## src/rtl/dsss_spreader.sv

```systemverilog
// Spreads each accepted data bit into SF chips: chip = XNOR(PN, bit), PN from a Fibonacci LFSR.
// Latency: chip 0 appears one en-cycle after the accept; later chips follow one per en-cycle.
// Backpressure: data_ready is high only when idle or on the last chip of a bit; en=0 freezes all state.
module dsss_spreader #(
  parameter int unsigned       LFSR_W  = 7,
  parameter logic [LFSR_W-1:0] TAPS    = 7'h60,
  parameter logic [LFSR_W-1:0] SEED    = 7'h7F,
  parameter int unsigned       SF      = 8,
  parameter bit                SYNC_PN = 1'b0
) (
  input  logic clk,
  input  logic rst,
  input  logic en,
  input  logic data_valid,
  input  logic data_in,
  output logic data_ready,
  output logic chip_out,
  output logic chip_valid,
  output logic bit_start,
  output logic pn_out
);

  localparam int unsigned       CNT_W    = (SF > 1) ? $clog2(SF) : 1;
  localparam logic [CNT_W-1:0]  CNT_LAST = CNT_W'(SF - 1);
  // An all-zero seed would lock the LFSR, so it is replaced by all-ones.
  localparam logic [LFSR_W-1:0] SEED_EFF = (SEED == '0) ? {LFSR_W{1'b1}} : SEED;

  typedef enum logic {
    IDLE   = 1'b0,
    SPREAD = 1'b1
  } state_t;

  state_t            state_q, state_d;
  logic [CNT_W-1:0]  cnt_q, cnt_d;
  logic [LFSR_W-1:0] lfsr_q, lfsr_d;
  logic              bit_q, bit_d;
  logic              chip_out_q, chip_out_d;
  logic              chip_valid_q, chip_valid_d;
  logic              bit_start_q, bit_start_d;
  logic              pn_out_q, pn_out_d;

  logic              accept;
  logic [LFSR_W-1:0] pn_src;
  logic              pn_cur;

  // One LFSR step; a zero register reloads the seed instead of staying stuck.
  function automatic logic [LFSR_W-1:0] lfsr_adv(input logic [LFSR_W-1:0] cur);
    if (cur == '0) begin
      return SEED_EFF;
    end
    return {cur[LFSR_W-2:0], ^(cur & TAPS)};
  endfunction

  assign data_ready = en & ~rst & ((state_q == IDLE) | (cnt_q == CNT_LAST));
  assign accept     = data_valid & data_ready;

  assign chip_out   = chip_out_q;
  assign chip_valid = chip_valid_q;
  assign bit_start  = bit_start_q;
  assign pn_out     = pn_out_q;

  // Next-state logic: load chip 0 on accept, step through the bit, drop to idle after the last chip.
  always_comb begin
    state_d      = state_q;
    cnt_d        = cnt_q;
    lfsr_d       = lfsr_q;
    bit_d        = bit_q;
    chip_out_d   = chip_out_q;
    chip_valid_d = chip_valid_q;
    bit_start_d  = bit_start_q;
    pn_out_d     = pn_out_q;

    // In synchronous mode every bit starts its PN from the seed.
    pn_src = (SYNC_PN && accept) ? SEED_EFF : lfsr_q;
    pn_cur = pn_src[LFSR_W-1];

    if (en) begin
      if (accept) begin
        state_d      = SPREAD;
        cnt_d        = '0;
        bit_d        = data_in;
        lfsr_d       = lfsr_adv(pn_src);
        pn_out_d     = pn_cur;
        chip_out_d   = ~(pn_cur ^ data_in);
        chip_valid_d = 1'b1;
        bit_start_d  = 1'b1;
      end else if (state_q == SPREAD) begin
        if (cnt_q != CNT_LAST) begin
          cnt_d        = cnt_q + 1'b1;
          lfsr_d       = lfsr_adv(lfsr_q);
          pn_out_d     = pn_cur;
          chip_out_d   = ~(pn_cur ^ bit_q);
          chip_valid_d = 1'b1;
          bit_start_d  = 1'b0;
        end else begin
          state_d      = IDLE;
          chip_valid_d = 1'b0;
          bit_start_d  = 1'b0;
        end
      end
    end
  end

  // State and output registers; reset restores the seed so the next bit restarts the PN.
  always_ff @(posedge clk or posedge rst) begin
    if (rst) begin
      state_q      <= IDLE;
      cnt_q        <= '0;
      lfsr_q       <= SEED_EFF;
      bit_q        <= 1'b0;
      chip_out_q   <= 1'b0;
      chip_valid_q <= 1'b0;
      bit_start_q  <= 1'b0;
      pn_out_q     <= 1'b0;
    end else begin
      state_q      <= state_d;
      cnt_q        <= cnt_d;
      lfsr_q       <= lfsr_d;
      bit_q        <= bit_d;
      chip_out_q   <= chip_out_d;
      chip_valid_q <= chip_valid_d;
      bit_start_q  <= bit_start_d;
      pn_out_q     <= pn_out_d;
    end
  end

endmodule
```

## config.mk

```make
export PLATFORM = sky130hd
export DESIGN_NAME = dsss_spreader
export DESIGN_NICKNAME = d
export VERILOG_FILES = /design/src/rtl/dsss_spreader.sv
export SDC_FILE = /design/constraint.sdc
export NUM_CORES = 1
export LEC_CHECK = 0
export ABC_CLOCK_PERIOD_IN_PS = 1900
export CAP_MARGIN = 30
export CORE_ASPECT_RATIO = 0.9
export CORE_MARGIN = 4
export CORE_UTILIZATION = 51
export DETAILED_ROUTE_END_ITERATION = 8
export HOLD_SLACK_MARGIN = 0.05
export PLACE_DENSITY = 0.79
export SYNTH_ARGS = -nofsm -noshare
export SYNTH_HDL_FRONTEND = slang
export SYNTH_SLANG_ARGS = --single-unit
```

## constraint.sdc

```tcl
create_clock -name clk -period 1.9 [get_ports clk]
set_input_delay 0.19 -clock clk [delete_from_list [all_inputs] [get_ports clk]]
set_output_delay 0.19 -clock clk [all_outputs]
set_load 0.005 [all_outputs]
```

==> results.md <==
* Status: completed
* Worst path cell trace: ha_1 -> ha_2 -> and2b_4 -> buf_4 -> o31a_1 -> or3_1 -> a31oi_1
* Critical Path End Type: flip-flop
* Mapped Avg Cell Area at between 10 and 15 um^2
* Post-route clock skew at between 0.004 and 0.005 ns
* Synth Area in XOR/XNOR at under 10%
* Sw Ratio at a little under a third
* Post-layout nets at 101
* Buf/Inv on CP at 1
* Clock-pin slew on the worst setup and hold paths at 0.09 ns
* Logic pwr share at 32.8%
* Die Height at about 44 um
* FF/Latch Area at between 400 and 500 um^2
* Initial antenna violation count at 0
* Internal power at a little under 900 uW
* Post-synthesis adder-cell area fraction at around 3.4%
* Worst EP required at ~2.1 ns
* Max Slew Vio Count at 0
* Routability Congestion at just over 0.8
* Aggregate global-route resource usage at 16.30%
* Die Footprint at approximately 2100 um^2
* R2R cell count at 7
* Final setup violation count at 0
* Seq pwr share at a little under 50%
* Sw Pwr at between 300 and 400 uW
* # DRC at 0
* Layout cells sized above 1 at 25.81%
* Commonest non-fill, non-tap cell in the layout: nor2_1
* Initial Utilization at between 50% and 60%
* Clock sink count at 16
* Synth Register Bits at 16
* Row cnt at 12
* Netlist area before placement at 737.0 um^2
* ANT nets after route at 0
* CP max stage delay at about 0.36 ns
* Multi-input gate area at between 300 and 400 um^2
* DR iter-0 viols at 16
* Fill count at 94
* Reg2reg end: chip_out$_DFFE_PP0P_
* Io pins at 10
* CP delay by family, top: simple AND/OR/NAND/NOR gates
* Mux cell area share after synthesis at 0%
* Net Count, Synth at 80
* Wire per inst at approximately 14 um
* Clock power share at about 18%
* Routed Wire Length at around 1500 um
* Via density at approximately 5.5
* Chip Width at a little under 50 um
* Hold Vio Cnt, Final at 0
* Compound-Gate Fraction of Synth Area at 17.66%
* Pwr dens at about 1300 nW/um^2
* R2r setup slk at between 0.1 and 0.15 ns
* Crit share post-route at 94.41%
* Number of global-route vias before repair at around 570
* Fmax at 557.5 MHz
* Hold Crit Class: input pin to asynchronous set/reset pin
* Via count at 588
* Max-Cap Viols at 0
* CORE AREA at 1291 um^2
* Hold_buf cts at 0
* Root Driver: clkbuf_4
* GRT overflow at 0
* R2R Path Start: cnt_q[1]$_DFFE_PP0P_
* Synthesis warning total at 0
* Lkg Pwr at around 0.43 nW
* Clock buffer depth at 2
* Skew-Pair Late Insertion Delay at 0.29 ns
* Total negative slack at 0 ns
* CTS tree: built
* CTS HTree Levels at 1
* Final HPWL DP at 1095 um
* Worst Max-Slew Pin Slew at approximately 0.58 ns
* Syn Inst Count at 73
* Crit path DAT at 2.01 ns
* Pre-antenna DRT Iters at 4
* Sequential area share after synthesis at 55.52%
* Slowest cell on crit path: dfrtp_1
* Largest family of logic cells by synthesized area: simple AND/OR/NAND/NOR gates
* Fin crit period at around 1.8 ns
* RSZ-0062 raised after global routing: no
* I/O Buffers at 9
* Area Growth Syn to Fin at 27.16%
* Critical path type: flip-flop to flip-flop
* Post-synth cell types at 26
* ANT cells at 0
* Num CTS Buffers at 3
* Most frequent cells in the layout: nor2_1 (14), dfrtp_1 (9), clkdlybuf4s50_1 (8), buf_4 (8), dfstp_2 (7)
* First-pass GRT wire length at about 2400 um
* CP Launch Type: flip-flop
* Maximum number of pins on one net before global-route repair at 17
* Post-Synth Simple-Gate Area at approximately a fifth
* Layout Utilization at 72.58%
* Critical Path Fanout Max at 5
* Slew margin rel. at 61.12%
* Max IR drop VDD at about 0.89 mV
state kept, by name, indices dropped and copies added, names as in the netlist:
register,count
pn_out,1
cnt_q,3
lfsr_q,7
bit_q,1
state_q,1
bit_start,1
chip_out,1
chip_valid,1
power groups by stage:
stage / clock network (mW) / registers [mW] / logic [mW]
5_1_grt: 0.241 / 0.641 / 0.465
4_1_cts: 0.227 / 0.623 / 0.391
3_3_place_gp: 0 / 0.626 / 0.350
6_report: 0.220 / 0.624 / 0.413
2_1_floorplan: 0 / 0.608 / 0.232
3_5_place_dp: 0 / 0.633 / 0.367
timing repair:
item,4_1_cts,5_1_grt
pin swaps,0,2
cloned,0,0
buffers inserted,2,2
gates resized for setup,1,1
endpoints found under the setup margin,1,1
cells by family after synthesis:
kind of cell | Yosys count
XOR/XNOR | 1
AND/OR/NAND/NOR | 28
flip-flops | 16
buffers and inverters | 5
adder cells (fa/ha/maj) | 2
AO/OA/AOI/OAI | 21
worst max-delay path by stage:
| stage | from | slack (ns) | cells past startpoint | endpoint |
|---|---|---|---|---|
| 6_report | cnt_q[1]$_DFFE_PP0P_ | 0.11 | 7 | chip_out$_DFFE_PP0P_ |
| 5_1_grt | cnt_q[0]$_DFFE_PP0P_ | 0.02 | 7 | chip_out$_DFFE_PP0P_ |
| 4_1_cts | cnt_q[1]$_DFFE_PP0P_ | 0.03 | 7 | chip_out$_DFFE_PP0P_ |
| 3_5_place_dp | cnt_q[0]$_DFFE_PP0P_ | 0.1 | 6 | chip_out$_DFFE_PP0P_ |
| 3_3_place_gp | cnt_q[0]$_DFFE_PP0P_ | 0.15 | 5 | data_ready |
| 2_1_floorplan | cnt_q[0]$_DFFE_PP0P_ | 0.25 | 6 | chip_out$_DFFE_PP0P_ |
worst reg2reg max path, delay by kind of cell (launching register included):
family	cells	cell delay, ns
adder cells (fa/ha/maj)	2	0.32
buffers and inverters	1	0.15
flip-flops	1	0.36
AND/OR/NAND/NOR	2	0.51
AO/OA/AOI/OAI	2	0.39
cell type report:
cell class | count | share of cell area [%]
repair buffers | 17 | 15.89
well taps | 14 | 1.869
flip-flops and latches | 16 | 43.66
clock buffers | 4 | 3.872
multi-input cells | 52 | 33.11
inverters | 4 | 1.602
stage by stage:
step           total power [mW]  cell area, um^2  hold slack, ns  setup WS, ns  instances
2_1_floorplan            0.8406            737.0         0.09873        0.2490         73
3_3_place_gp             0.9759            869.6          0.4581        0.1530         99
3_5_place_dp              1.000            869.6          0.4656       0.09619         99
4_1_cts                   1.241            919.6          0.3640       0.03030        105
5_1_grt                   1.347            937.1          0.3955       0.01719        107
6_report                  1.256            937.1          0.3449        0.1061        107
synthesized netlist by cell type:
cell type | number | area (um^2)
nand2b_4 | 1 | 13.76
a31oi_1 | 3 | 18.77
o31ai_1 | 2 | 15.01
or3_1 | 1 | 6.260
nand2_1 | 5 | 18.77
nor2_1 | 14 | 52.55
xnor2_1 | 1 | 8.760
or2_2 | 1 | 6.260
o21ai_1 | 1 | 5.000
a32o_1 | 2 | 20.02
and2b_4 | 1 | 10.01
nor3_1 | 1 | 5.000
and4_1 | 1 | 8.760
ha_1 | 2 | 25.02
and2b_1 | 1 | 7.510
o21ai_0 | 6 | 30.03
inv_1 | 3 | 11.26
inv_2 | 1 | 3.750
a21oi_1 | 5 | 25.02
o31a_1 | 1 | 8.760
nand4b_1 | 1 | 8.760
a22oi_1 | 1 | 7.510
dfstp_2 | 7 | 183.9
nand2b_1 | 1 | 6.260
dfrtp_1 | 9 | 225.2
buf_2 | 1 | 5.000
layer usage:
metal  share of wire [%]  vias up  GRT usage [%]
met4                   0        0          1.613
met1                  48      275          24.29
met5                   0        -              0
met2                  46       16          23.48
li1                    -      297              -
met3                 5.9        0          6.098
Power figures use the tool's default switching activity.
